<file path="src/rtl/gpio_sample_bridge.sv">
`default_nettype none
// ============================================================================
// Module   : gpio_sample_bridge
// Purpose  : Bridges the two-channel ADC/DAC front end to a 32-bit PS GPIO
//            pair. Each ADC channel is boxcar-averaged over 2^AVG_LOG2
//            samples. The two averages are packed into GP_OUT behind a
//            valid/ack handshake that flags overruns. DAC codes written via
//            GP_IN are double-buffered and committed either immediately or
//            on the next averaging-frame boundary.
// Revision : 1.0 - initial release
// ============================================================================
module gpio_sample_bridge #(
    parameter int GPIO_WIDTH = 32,
    parameter int ADC_WIDTH  = 12,
    parameter int DAC_WIDTH  = 14,
    parameter int AVG_LOG2   = 2,
    parameter int SIGN_EXT   = 0,
    parameter int SYNC_DAC   = 1
) (
    input  logic                  CLK,
    input  logic                  RST_N,
    input  logic [ADC_WIDTH-1:0]  ADC_A,
    input  logic [ADC_WIDTH-1:0]  ADC_B,
    input  logic                  ADC_VALID,
    input  logic [GPIO_WIDTH-1:0] GP_IN,
    input  logic                  GP_IN_WE,
    input  logic                  GP_OUT_ACK,
    input  logic                  OVR_CLR,
    output logic [GPIO_WIDTH-1:0] GP_OUT,
    output logic                  GP_OUT_VALID,
    output logic                  OVERRUN,
    output logic [DAC_WIDTH-1:0]  DAC_A,
    output logic [DAC_WIDTH-1:0]  DAC_B,
    output logic                  DAC_UPDATE
);

    // ------------------------------------------------------------------------
    // Derived constants
    // ------------------------------------------------------------------------
    localparam int c_HALF  = GPIO_WIDTH / 2;
    localparam int c_ACC_W = ADC_WIDTH + AVG_LOG2;
    // A one-bit counter is kept for pass-through mode; it never leaves 0.
    localparam int c_CNT_W = (AVG_LOG2 > 0) ? AVG_LOG2 : 1;
    localparam logic [c_CNT_W-1:0] c_CNT_MAX = c_CNT_W'((1 << AVG_LOG2) - 1);

    // ------------------------------------------------------------------------
    // State
    // ------------------------------------------------------------------------
    logic [c_ACC_W-1:0]    acc_a_q, acc_a_d;
    logic [c_ACC_W-1:0]    acc_b_q, acc_b_d;
    logic [c_CNT_W-1:0]    cnt_q, cnt_d;
    logic [GPIO_WIDTH-1:0] gp_out_q, gp_out_d;
    logic                  gp_valid_q, gp_valid_d;
    logic                  overrun_q, overrun_d;
    logic [DAC_WIDTH-1:0]  shadow_a_q, shadow_a_d;
    logic [DAC_WIDTH-1:0]  shadow_b_q, shadow_b_d;
    logic                  pending_q, pending_d;
    logic [DAC_WIDTH-1:0]  dac_a_q, dac_a_d;
    logic [DAC_WIDTH-1:0]  dac_b_q, dac_b_d;
    logic                  dac_upd_q, dac_upd_d;

    // ------------------------------------------------------------------------
    // Combinational datapath
    // ------------------------------------------------------------------------
    logic [c_ACC_W-1:0]   w_ext_a, w_ext_b;
    logic [c_ACC_W-1:0]   w_sum_a, w_sum_b;
    logic [ADC_WIDTH-1:0] w_avg_a, w_avg_b;
    logic [c_HALF-1:0]    w_half_a, w_half_b;
    logic                 w_frame_end;
    logic                 w_commit;
    logic                 w_drop;

    // GP_IN bits outside the two DAC fields carry nothing for this block.
    logic                 w_unused_gp_in;
    assign w_unused_gp_in = ^GP_IN;

    assign w_frame_end = ADC_VALID && (cnt_q == c_CNT_MAX);

    // The frame is dropped if the previous one is still unconsumed and
    // the PS is not acknowledging it in this same cycle.
    assign w_drop = w_frame_end && gp_valid_q && !GP_OUT_ACK;

    // Immediate mode commits on the write itself. Deferred mode commits on a
    // frame boundary if a write is pending or arrives right on that edge.
    assign w_commit = (SYNC_DAC != 0) ? (w_frame_end && (pending_q || GP_IN_WE))
                                      : GP_IN_WE;

    // Widen samples into the accumulator domain, then form the running sum.
    always_comb begin
        if (SIGN_EXT != 0) begin
            w_ext_a = c_ACC_W'($signed(ADC_A));
            w_ext_b = c_ACC_W'($signed(ADC_B));
        end else begin
            w_ext_a = c_ACC_W'(ADC_A);
            w_ext_b = c_ACC_W'(ADC_B);
        end
        w_sum_a = acc_a_q + w_ext_a;
        w_sum_b = acc_b_q + w_ext_b;
    end

    // Divide by the frame length (floor) and extend each average to a half-word.
    always_comb begin
        if (SIGN_EXT != 0) begin
            w_avg_a  = ADC_WIDTH'($signed(w_sum_a) >>> AVG_LOG2);
            w_avg_b  = ADC_WIDTH'($signed(w_sum_b) >>> AVG_LOG2);
            w_half_a = c_HALF'($signed(w_avg_a));
            w_half_b = c_HALF'($signed(w_avg_b));
        end else begin
            w_avg_a  = ADC_WIDTH'(w_sum_a >> AVG_LOG2);
            w_avg_b  = ADC_WIDTH'(w_sum_b >> AVG_LOG2);
            w_half_a = c_HALF'(w_avg_a);
            w_half_b = c_HALF'(w_avg_b);
        end
    end

    // Accumulator and sample counter. They advance only on qualified samples.
    always_comb begin
        acc_a_d = acc_a_q;
        acc_b_d = acc_b_q;
        cnt_d   = cnt_q;
        if (ADC_VALID) begin
            if (w_frame_end) begin
                acc_a_d = '0;
                acc_b_d = '0;
                cnt_d   = '0;
            end else begin
                acc_a_d = w_sum_a;
                acc_b_d = w_sum_b;
                cnt_d   = cnt_q + c_CNT_W'(1);
            end
        end
    end

    // Output handshake. A set of OVERRUN takes priority over a clear in the same cycle.
    always_comb begin
        gp_out_d   = gp_out_q;
        gp_valid_d = gp_valid_q;
        overrun_d  = overrun_q;
        if (OVR_CLR) begin
            overrun_d = 1'b0;
        end
        if (w_drop) begin
            overrun_d = 1'b1;
        end else if (w_frame_end) begin
            gp_out_d   = {w_half_b, w_half_a};
            gp_valid_d = 1'b1;
        end else if (GP_OUT_ACK && gp_valid_q) begin
            gp_valid_d = 1'b0;
        end
    end

    // DAC shadow register and commit. A write on the commit edge bypasses the shadow.
    always_comb begin
        shadow_a_d = shadow_a_q;
        shadow_b_d = shadow_b_q;
        pending_d  = pending_q;
        dac_a_d    = dac_a_q;
        dac_b_d    = dac_b_q;
        dac_upd_d  = w_commit;
        if (GP_IN_WE) begin
            shadow_a_d = GP_IN[DAC_WIDTH-1:0];
            shadow_b_d = GP_IN[c_HALF +: DAC_WIDTH];
            pending_d  = 1'b1;
        end
        if (w_commit) begin
            pending_d = 1'b0;
            dac_a_d   = GP_IN_WE ? GP_IN[DAC_WIDTH-1:0]      : shadow_a_q;
            dac_b_d   = GP_IN_WE ? GP_IN[c_HALF +: DAC_WIDTH] : shadow_b_q;
        end
    end

    // State registers. Reset also discards any partially accumulated frame.
    always_ff @(posedge CLK or negedge RST_N) begin
        if (!RST_N) begin
            acc_a_q    <= '0;
            acc_b_q    <= '0;
            cnt_q      <= '0;
            gp_out_q   <= '0;
            gp_valid_q <= 1'b0;
            overrun_q  <= 1'b0;
            shadow_a_q <= '0;
            shadow_b_q <= '0;
            pending_q  <= 1'b0;
            dac_a_q    <= '0;
            dac_b_q    <= '0;
            dac_upd_q  <= 1'b0;
        end else begin
            acc_a_q    <= acc_a_d;
            acc_b_q    <= acc_b_d;
            cnt_q      <= cnt_d;
            gp_out_q   <= gp_out_d;
            gp_valid_q <= gp_valid_d;
            overrun_q  <= overrun_d;
            shadow_a_q <= shadow_a_d;
            shadow_b_q <= shadow_b_d;
            pending_q  <= pending_d;
            dac_a_q    <= dac_a_d;
            dac_b_q    <= dac_b_d;
            dac_upd_q  <= dac_upd_d;
        end
    end

    assign GP_OUT       = gp_out_q;
    assign GP_OUT_VALID = gp_valid_q;
    assign OVERRUN      = overrun_q;
    assign DAC_A        = dac_a_q;
    assign DAC_B        = dac_b_q;
    assign DAC_UPDATE   = dac_upd_q;

endmodule
`default_nettype wire
</file>
<file path="config.mk">
export PLATFORM = sky130hd
export DESIGN_NAME = gpio_sample_bridge
export DESIGN_NICKNAME = d
export VERILOG_FILES = /design/src/rtl/gpio_sample_bridge.sv
export SDC_FILE = /design/constraint.sdc
export NUM_CORES = 1
export LEC_CHECK = 0
export ABC_CLOCK_PERIOD_IN_PS = 5800
export BUFFER_PORTS_ARGS = -buffer_cell sky130_fd_sc_hd__buf_2
export CAP_MARGIN = 10
export CORE_MARGIN = 2
export CORE_UTILIZATION = 40
export CTS_BUF_LIST = sky130_fd_sc_hd__clkbuf_8 sky130_fd_sc_hd__clkbuf_16
export DETAILED_ROUTE_END_ITERATION = 10
export SLEW_MARGIN = 15
export SYNTH_ARGS = -nofsm -noshare
export SYNTH_HDL_FRONTEND = slang
export SYNTH_SLANG_ARGS = --single-unit
</file>
<file path="constraint.sdc">
create_clock -name CLK -period 5.8 [get_ports CLK]
set_input_delay 0.58 -clock CLK [delete_from_list [all_inputs] [get_ports CLK]]
set_output_delay 0.58 -clock CLK [all_outputs]
set_load 0.02 [all_outputs]
</file>
[Word level (Yosys, flattened, before mapping)]
Index checks and enable logic that the tools add are counted.
Storage, ports and cells
  register bits: 114
  bits of input ports: 62
  output and inout port bits: 63
  logic and storage cells: 40
Operators by class
  equal/unequal tests: 1
  multiplexer cells: 11
  bitwise logic cells: 1
  $add $sub $neg: 3
  reduce and logical (&&, ||, !) cells: 12
Operator list (count)
  2-to-1 mux 14 bit: 4
  adder 14 x 12 -> 14 bit: 2
  2-to-1 mux 1 bit: 6
  nonzero test 2 bit: 3
  logical AND 1 bit: 5
  AND reduction 2 bit: 2
  adder 2 x 1 -> 2 bit (second input constant): 1
  equality test 2 bit (second input constant): 1
  2-to-1 mux 2 bit: 1
  logical NOT 1 bit: 1
  logical OR 1 bit: 1
  inverter 1 bit: 1

[Logic depth before layout (Yosys ltp)]
Gate-level depths: netlist of the first run.
  depth after elaboration: 6
  depth in mapped cells: 8
  gate-level depth less buffers: 8

[Worst setup path before layout of the first run]
Ideal clock, no wire load.
  path kind: input port to flip-flop
  start: input ADC_B[0]
  end: register gp_out_q[24] (netlist: GP_OUT[24])
  stages on the path: 8
  data arrival time: 2.268 ns
  path buffers: 0
  path slack: 3.406 ns
  library setup time: 0.126 ns
  data required time: 5.674 ns
  cell sequence: ha_1 -> fa_1 -> a21o_1 -> a221oi_2 -> o21ai_1 -> a21oi_1 -> xor2_1 -> o21ai_1
Between the ends
  cells in the longest elaborated chain, start to end: 1
RTL lines
  start, declared: line 23  | input logic [ADC_WIDTH-1:0] ADC_B,
  adder 14 x 12 -> 14 bit: line 98  | w_sum_b = acc_b_q + w_ext_b;
  end signal, assigned: line 191  | gp_out_q <= gp_out_d;
  end, declared: line 52  | logic [GPIO_WIDTH-1:0] gp_out_q, gp_out_d;
No other way between the ends.
A chain may end at the register's enable or synchronous reset.

[Worst setup path in the final report of the first run]
  start: register acc_b_q[0]
  end: register acc_b_q[10]
Between the ends
  cells in the longest elaborated chain, start to end: 2
RTL lines
  start, declared: line 50  | logic [c_ACC_W-1:0] acc_b_q, acc_b_d;
  start signal, assigned: line 176  | acc_b_q <= '0;
  start signal, assigned: line 189  | acc_b_q <= acc_b_d;
  adder 14 x 12 -> 14 bit: line 98
  2-to-1 mux 14 bit: line 122  | if (w_frame_end) begin
No other way between the ends.

==> results.md, run 1 <==
- Max Freq: 406 MHz
- Number of global-route vias before repair: 3,778
- DP Area: 6080 um^2
- WHS: 0.193 ns
- Synthesis-stage register bit count: 114
- Worst Path Class, Setup: reg -> reg
- Clock share of power: 28.4%
- Placed insts: 719
- Post-place setup slack: 2.99 ns
- H-tree depth: 4
- Worst hold path type: in -> async
- Vias/cell: 4.98
- Worst EP arrival: 2.72 ns
- Largest net degree at the start of global routing: 64
- Setup Fix Bufs, Post-CTS: 0
- Sw frac: 35.8%
- Final WS setup: 3.33 ns
- Die footprint: 14,400 um^2
- Synth warn: 0
- Detail Route Antenna Nets: 0
- Antenna violations before repair: 0
- Clock Pin Slew Worst Setup and Hold Paths: 0.05 ns
- NetSw: 1.38 mW
- Ys flop type: dfrtp_1
- Final hold violations: 0
- Drt drc: 0
- Setup_tns: 0 ns
- Pre-antenna DRT Iters: 4
- Bufs and invs on worst path: 0
- HPWL after DPL: 7630 um
- Initial DRC Count: 116
- CTS tree: yes
- Layout cells sized above 1: 37.7%
- Clk_lat worst skew: 0.40 ns
- GR Util met3: 5.23%
- Worst-margin pin slew: 0.832 ns
- Sequential standard cell area: 2850 um^2
- Max Cap Violations: 0
- Required time worst endpoint: 6.05 ns
- Share of the core filled with cells: 50.9%
- Initial core utilization: 40.9%
- Max Buffers Root-to-Sink: 2
- ANT cells: 0
- Adder-cell share of the synthesized area: 6.54%
- Clk root buf: clkbuf_16
- Final Max Slew Viols: 0
- Seq/Total Area, Yosys: 52.9%
- CTS resizes: 0
- Met2 Use GR: 26.4%
- Slowest CP cell: a221oi_2
- Combinational family with the most area after synthesis: compound AO/OA/AOI/OAI gates
- Worst Setup End Kind: flop
- Slew headroom: 44.4%
- Most used routing layer: met2
- Post-Synth Simple-Gate Area: 6.49%
- FF-to-FF path depth: 8
- Post-route cell area: 6720 um^2
- Num CTS Buffers: 17
- Crit path depth: 8
- Total number of vias: 3,742
- Comb power frac: 39.3%
- PwrDens: 575 nW/um^2
- Yosys cell types: 48
- Core ar.: 13,200 um^2
- Met1 usage: 19.7%
- Port Buffers: 112
- Mapped Cells: 449
- Synth Area per Inst: 12.0 um^2
- Total Power: 3.86 mW
- Routed WL per cell: 14.7 um
- Final GP Congestion: 0.840
- CTS sink count: 114
- CP Cell Sequence: ha_1 -> fa_1 -> a21o_1 -> a221oi_2 -> o21ai_1 -> a21oi_1 -> xor2_1 -> o31ai_1
- Startpoint types: flop
- Multi-input combinational cell area: 2390 um^2
- Lkg Pwr: 3.19 nW
- Die Width: 120 um
- Post-synthesis xor/xnor area fraction: 3.89%
- Async set-reset flop share out of synthesis: 100%
- Sequential share of power: 32.3%
- Final #Nets: 651
- Total GRT Usage: 16.1%
- Layout area overhead: 24.4%
- Peak supply drop: 0.217 mV
- Global-route wire length before repair: 18,300 um
- Crit share post-route: 42.5%
- Critical Path Fanout Max: 4
- Worst path top cell family by delay: compound AO/OA/AOI/OAI gates
- FP Rows: 42
- Clock Skews: 0.00804 ns
- Post-Syn Area: 5400 um^2
- Die height: 120 um
- Internal: 2.48 mW
- Synth Area in Compound Gates: 14.2%
- Total Wirelength: 11,000 um
- Overflow after GRT: 0
- Post-Layout Cell Count: 751
- Status: complete, no violations
- Post-layout minimum cycle time: 2.47 ns
- Mux share of post-synthesis cell area: 12.7%
- Hold Buf Count CTS: 0
- RSZ-0062 raised after global routing: no
- Boundary pin count: 125
- # setup viols final: 0
- CP max stage delay: 0.44 ns
- # fillers: 1,182
- Post-synth EDFFs: 0
==> logic make-up (layout without fill, tap and decap cells) <==
logic type,count (synthesis),after routing
muxes,61,61
and+or+nand+nor,74,74
AOI/OAI and AO/OA,111,111
buffers and inverters,37,156
xor gates and xnor gates,24,24
adders and majority gates,27,27
DFF,114,114
other,1,8
==> power by group through the flow <==
| stage | Sequential, mW | Clock, mW | Combinational (mW) |
|---|---|---|---|
| 2_1_floorplan | 1.46 | 0 | 0.892 |
| 3_3_place_gp | 1.24 | 0 | 1.49 |
| 3_5_place_dp | 1.26 | 0 | 1.52 |
| 4_1_cts | 1.25 | 1.12 | 1.53 |
| 5_1_grt | 1.28 | 1.16 | 1.68 |
| 6_report | 1.25 | 1.09 | 1.52 |
==> final timing paths <==
check | startpoint | endpoint | slack [ns]
max | acc_b_q[0] | acc_b_q[10] | 3.33
min | RST_N | DAC_B[10] | 0.19
max reg2reg | acc_b_q[0] | acc_b_q[10] | 3.33
min reg2reg | GP_OUT[7] | GP_OUT[7] | 0.47
max in group asynchronous | RST_N | acc_a_q[3] | 4.32
min in group CLK | OVR_CLR | OVERRUN | 0.37
==> registers in the layout (all words and copies together) (netlist names) <==
register	count
DAC_A	14
DAC_B	14
DAC_UPDATE	1
GP_OUT	24
GP_OUT_VALID	1
OVERRUN	1
acc_a_q	14
acc_b_q	14
cnt_q	2
pending_q	1
shadow_a_q	14
shadow_b_q	14
==> Yosys cell counts (5+ instances only) <==
library cell    n  share of area [%]
a21o_1          6               0.83
a21oi_1        18                1.7
a31o_2          6               0.97
buf_2           8               0.74
buf_4           8                1.1
clkbuf_1       11               0.76
dfrtp_1       114                 53
ha_1           25                5.8
inv_1           9               0.63
mux2_2         59                 12
nand2_1        36                2.5
nand3_1         5               0.46
nor2_1          7               0.49
nor2b_1         7               0.81
o21ai_0        32                3.0
o21ai_1         5               0.46
o2bb2ai_1      19                3.1
xnor2_1        11                1.8
xor2_1         13                2.1
==> area by class of cell <==
class                           instances  area share, %
Clock buffer                           20           6.95
Inverter                                9          0.503
Timing Repair Buffer                  115           8.72
Clock inverter                         12           2.44
Tap cell                              176           3.28
Sequential cell                       114           42.5
Multi-Input combinational cell        305           35.6
==> cells in the final DEF, fill, tap and decap left out, drive strengths merged, types with 4 or more instances in the layout <==
master / n
mux2: 59
a31o: 6
a21o: 7
o21ai: 37
conb: 8
bufinv: 4
xnor2: 11
inv: 12
nor2: 7
nand4: 4
xor2: 13
dfrtp: 114
o21a: 4
o2bb2ai: 19
nand2: 36
clkbuf: 20
ha: 25
nand3: 5
nor2b: 7
buf: 115
a21oi: 20
==> metal layers <==
layer | share of wire (%) | vias to the layer above
li1 | - | 1834
met1 | 45 | 1813
met2 | 49 | 83
met3 | 5.3 | 12
met4 | 1.5 | 0
met5 | 0 | -
==> worst reg2reg max path: stages, from the launching register on <==
cell	delay [ns]
dfrtp_1	0.37
ha_1	0.21
fa_1	0.40
a21o_1	0.22
a221oi_2	0.44
o21ai_1	0.13
a21oi_1	0.19
xor2_1	0.26
o31ai_1	0.09
Note: power is estimated with default switching activity, not from simulation.
==> run 2, diff against run 1 <==
Settings changed: ABC_CLOCK_PERIOD_IN_PS 5800 to 2500.
Clock period 5.8 ns to 2.5 ns, I/O delays scaled along.
==> results.md, run 2 (same netlist as run 1, synthesis figures left out) <==
- H-tree depth: 4
- HPWL after DPL: 7680 um
- CTS sink count: 114
- ANT cells: 0
- Max Cap Violations: 0
- PwrDens: 1300 nW/um^2
- Worst Path Class, Setup: reg -> reg
- Port Buffers: 112
- CP Cell Sequence: ha_1 -> fa_1 -> a211o_1 -> a21oi_2 -> nand2b_1 -> a21oi_1 -> xor2_1 -> mux2_2
- Layout area overhead: 24.8%
- Die footprint: 14,400 um^2
- FP Rows: 42
- Worst hold path type: in -> reg
- Clk_lat worst skew: 0.41 ns
- Total GRT Usage: 16.6%
- Startpoint types: flop
- Antenna violations before repair: 0
- Layout cells sized above 1: 38.0%
- Overflow after GRT: 0
- Initial core utilization: 40.9%
- Detail Route Antenna Nets: 0
- Max FFs per register: 24
- Worst-margin pin slew: 0.830 ns
- Die Width: 120 um
- Drt drc: 0
- Critical Path Fanout Max: 3
- WHS: 0.0317 ns
- Final hold violations: 0
- CP max stage delay: 0.43 ns
- Worst Setup End Kind: flop
- Commonest cells after routing, fill and taps aside: dfrtp_1, buf_2, mux2_2, nand2_1, o21ai_0
- Largest net degree at the start of global routing: 56
- Final #Nets: 657
- Max Buffers Root-to-Sink: 2
- Setup Fix Bufs, Post-CTS: 0
- Final Max Slew Viols: 0
- Post-layout minimum cycle time: 2.30 ns
- Final GP Congestion: 0.867
- Status: complete, no violations
- Lkg Pwr: 3.21 nW
- Boundary pin count: 125
- Core ar.: 13,200 um^2
- Worst EP arrival: 2.59 ns
- Routed WL per cell: 14.7 um
- Setup_tns: 0 ns
- Die height: 120 um
- Clock Pin Slew Worst Setup and Hold Paths: 0.05 ns
- Pre-antenna DRT Iters: 4
- Total number of vias: 3,788
- Peak supply drop: 0.682 mV
- Required time worst endpoint: 2.79 ns
- Num CTS Buffers: 17
- Clock Skews: 0.00677 ns
- Number of global-route vias before repair: 3,868
- RSZ-0062 raised after global routing: no
- Initial DRC Count: 129
- Commonest non-fill, non-tap cell in the layout: dfrtp_1
- Vias/cell: 5.02
- Global-route wire length before repair: 18,700 um
- CTS tree: yes
- # setup viols final: 0
- Total Wirelength: 11,100 um
- Slew headroom: 44.6%
- Slowest CP cell: fa_1
- Crit share post-route: 92.1%
- Max Freq: 434 MHz
- Clk root buf: clkbuf_16
## run 2: cell types whose count changed in the layout (fill, tap and decap cells not counted), sizes merged
cell	delta
buf	+5
bufinv	-2
clkinvlp	-3
clkinv	+2
dlygate4sd3	+1
inv	+1
## run 2: power breakdown
part	internal (mW)	switching (mW)	leakage [nW]	total, mW
Clock	1.51	0.793	0.296	2.30
Combinational	1.52	2.07	1.53	3.59
Sequential	2.54	0.346	1.39	2.89
Total	5.58	3.21	3.21	8.78
## run 2: cell type report
class                   instances  area (um^2)
clock buffers                  20          467
clock inverters                10         95.1
fillers                      1196         6460
inverters                       9         33.8
multi-input cells             305         2410
flip-flops and latches        114         2850
well taps                     176          220
repair buffers                121          658
## run 2: per-layer routing
metal / vias to the layer above / wire, um / track usage (%)
li1: 1836 / - / -
met1: 1846 / 4930 / 20.0
met2: 91 / 5370 / 27.3
met3: 15 / 627 / 5.47
met4: 0 / 178 / 6.62
met5: - / 0 / 0
## run 2: worst paths after layout
check	from	end	slack [ns]	cells past startpoint
worst max-delay path	acc_a_q[0]	GP_OUT[6]	0.20	8
worst min-delay path	OVR_CLR	OVERRUN	0.03	2
worst max register to register	acc_a_q[0]	GP_OUT[6]	0.20	8
worst min register to register	GP_OUT[2]	GP_OUT[2]	0.47	2
max in group asynchronous	RST_N	acc_a_q[6]	1.45	3
min in group asynchronous	RST_N	DAC_B[10]	0.36	2
## run 2: timing repair
| item | in CTS | in global routing |
|---|---|---|
| setup endpoints to repair | 0 | 3 |
| hold buffers | 1 | 0 |
| endpoints found under the hold margin | 38 | 0 |
| resized for setup | 0 | 2 |
## run 2: per-stage QoR
step | power, mW | setup slack [ns] | util (%) | std cells | area, um^2
final | 8.78 | 0.197 | 51.1 | 755 | 6730
after CTS | 8.84 | 0.158 | 50.9 | 755 | 6720
after detailed placement | 6.48 | 0.158 | 46.6 | 724 | 6150
after global placement | 6.37 | 0.208 | 46.6 | 724 | 6150
after floorplan | 5.47 | 0.338 | - | 456 | 5420
after global routing | 9.38 | 0.0441 | 51.1 | 755 | 6730
## run 2: worst max-delay path, delay by kind of cell, from the launching register on
kind | cells | cell delay (ns)
AO/OA/AOI/OAI | 3 | 0.56
adder cells (fa/ha/maj) | 2 | 0.66
AND/OR/NAND/NOR | 1 | 0.15
multiplexers | 1 | 0.27
XOR/XNOR | 1 | 0.16
flip-flops | 1 | 0.38
==> run 3, diff against run 2 <==
Settings changed: PLACE_DENSITY set to 0.68.
==> results.md, run 3 (same netlist as run 1, synthesis figures left out) <==
- Max Buffers Root-to-Sink: 2
- Final #Nets: 658
- Total GRT Usage: 16.9%
- Slew headroom: 46.5%
- Setup crit start: acc_b_q[0]
- Vias/cell: 5.08
- Setup_tns: 0 ns
- Die Width: 120 um
- Clk_lat worst skew: 0.41 ns
- Max Freq: 419 MHz
- Clk root buf: clkbuf_16
- Largest net degree at the start of global routing: 52
- Die height: 120 um
- FP Rows: 42
- # setup viols final: 0
- CP max stage delay: 0.41 ns
- PwrDens: 1320 nW/um^2
- Initial DRC Count: 142
- Peak supply drop: 0.642 mV
- Startpoint types: flop
- Commonest cells after routing, fill and taps aside: dfrtp_1, buf_2, mux2_2, nand2_1, o21ai_0
- Placed insts: 725
- Clock Pin Slew Worst Setup and Hold Paths: 0.05 ns
- Final hold violations: 0
- Total number of vias: 3,854
- Detail Route Antenna Nets: 0
- Worst EP arrival: 2.64 ns
- H-tree depth: 4
- Critical Path Fanout Max: 3
- Global-route wire length before repair: 19,400 um
- Total Wirelength: 11,500 um
- Required time worst endpoint: 2.76 ns
- Reg2reg start: acc_b_q[0]
- Final Max Slew Viols: 0
- R2R Setup Slk: 0.12 ns
- CTS sink count: 114
- Clock Skews: 0.00485 ns
- Commonest non-fill, non-tap cell in the layout: dfrtp_1
- Post-layout minimum cycle time: 2.38 ns
- Port Buffers: 112
- Slowest CP cell: fa_1
- Worst path top cell family by delay: compound AO/OA/AOI/OAI gates
- RR Endpoint: acc_b_q[10]
- Bufs and invs on worst path: 0
- Layout cells sized above 1: 38.1%
- Initial core utilization: 40.9%
- CTS tree: yes
- Worst Path Class, Setup: reg -> reg
- CTS resizes: 0
- Status: complete, no violations
- Worst Setup End Kind: flop
- Total Power: 8.89 mW
- Worst-margin pin slew: 0.802 ns
- Core ar.: 13,200 um^2
- CP Cell Sequence: ha_1 -> fa_1 -> a21o_1 -> a221oi_2 -> o21ai_1 -> a21oi_1 -> xor2_1 -> o31ai_1
- Boundary pin count: 125
- Die footprint: 14,400 um^2
- Crit path depth: 8
- Routed WL per cell: 15.1 um
- Drt drc: 0
- Final GP Congestion: 0.882
- Antenna violations before repair: 0
- Overflow after GRT: 0
- Max Cap Violations: 0
- Number of global-route vias before repair: 4,060
- Post-route cell area: 6750 um^2
- Worst hold path type: in -> reg
- Num CTS Buffers: 17
- Layout area overhead: 25.1%
- ANT cells: 0
- DP Area: 6140 um^2
- Pre-antenna DRT Iters: 4
- Lkg Pwr: 3.21 nW
- Post-Layout Cell Count: 758
- Worst Setup EP: acc_b_q[10]
- Max FFs per register: 24
- RSZ-0062 raised after global routing: no
- Crit share post-route: 95.4%
- FF-to-FF path depth: 8
- HPWL after DPL: 8010 um
run 3: what timing repair did:
action / 4_1_cts / 5_1_grt
hold buffers: 1 / 0
hold endpoints to repair: 25 / 0
setup buffers: 0 / 0
run 3: layout make-up:
class | instances | area [um^2]
repair buffers | 122 | 653
multi-input cells | 305 | 2390
clock buffers | 19 | 453
well taps | 176 | 220
clock inverters | 13 | 145
flip-flops and latches | 114 | 2850
inverters | 9 | 33.8
fillers | 1196 | 6440
run 3: through the flow:
stage	worst slack, ns	util (%)	hold WS, ns
floorplan	0.338	-	-0.0456
global placement	0.217	46.6	0.205
detailed placement	0.160	46.6	0.211
CTS	0.150	51.2	0.0198
global route	0.0305	51.2	0.0375
finish	0.115	51.2	0.0384
run 3: where the power goes:
group / total [mW] / switching, mW / internal, mW
combinational: 3.58 / 2.07 / 1.51
sequential: 2.90 / 0.357 / 2.54
clock: 2.41 / 0.814 / 1.60
run 3: routing by layer:
metal	track usage, %	wire length, um	vias up
li1	-	-	1843
met1	20.6	4990	1851
met2	26.9	5370	130
met3	5.42	743	30
met4	8.75	351	0
met5	0	0	-
run 3: how the worst min path moves through the flow:
stage	from	end	slack [ns]	depth (start not counted)
6_report	OVR_CLR	OVERRUN	0.04	2
4_1_cts	OVR_CLR	OVERRUN	0.02	2
3_5_place_dp	RST_N	GP_OUT[2]	0.21	1
5_1_grt	OVR_CLR	OVERRUN	0.04	2
3_3_place_gp	RST_N	GP_OUT[0]	0.21	1
2_1_floorplan	RST_N	DAC_A[0]	-0.05	0
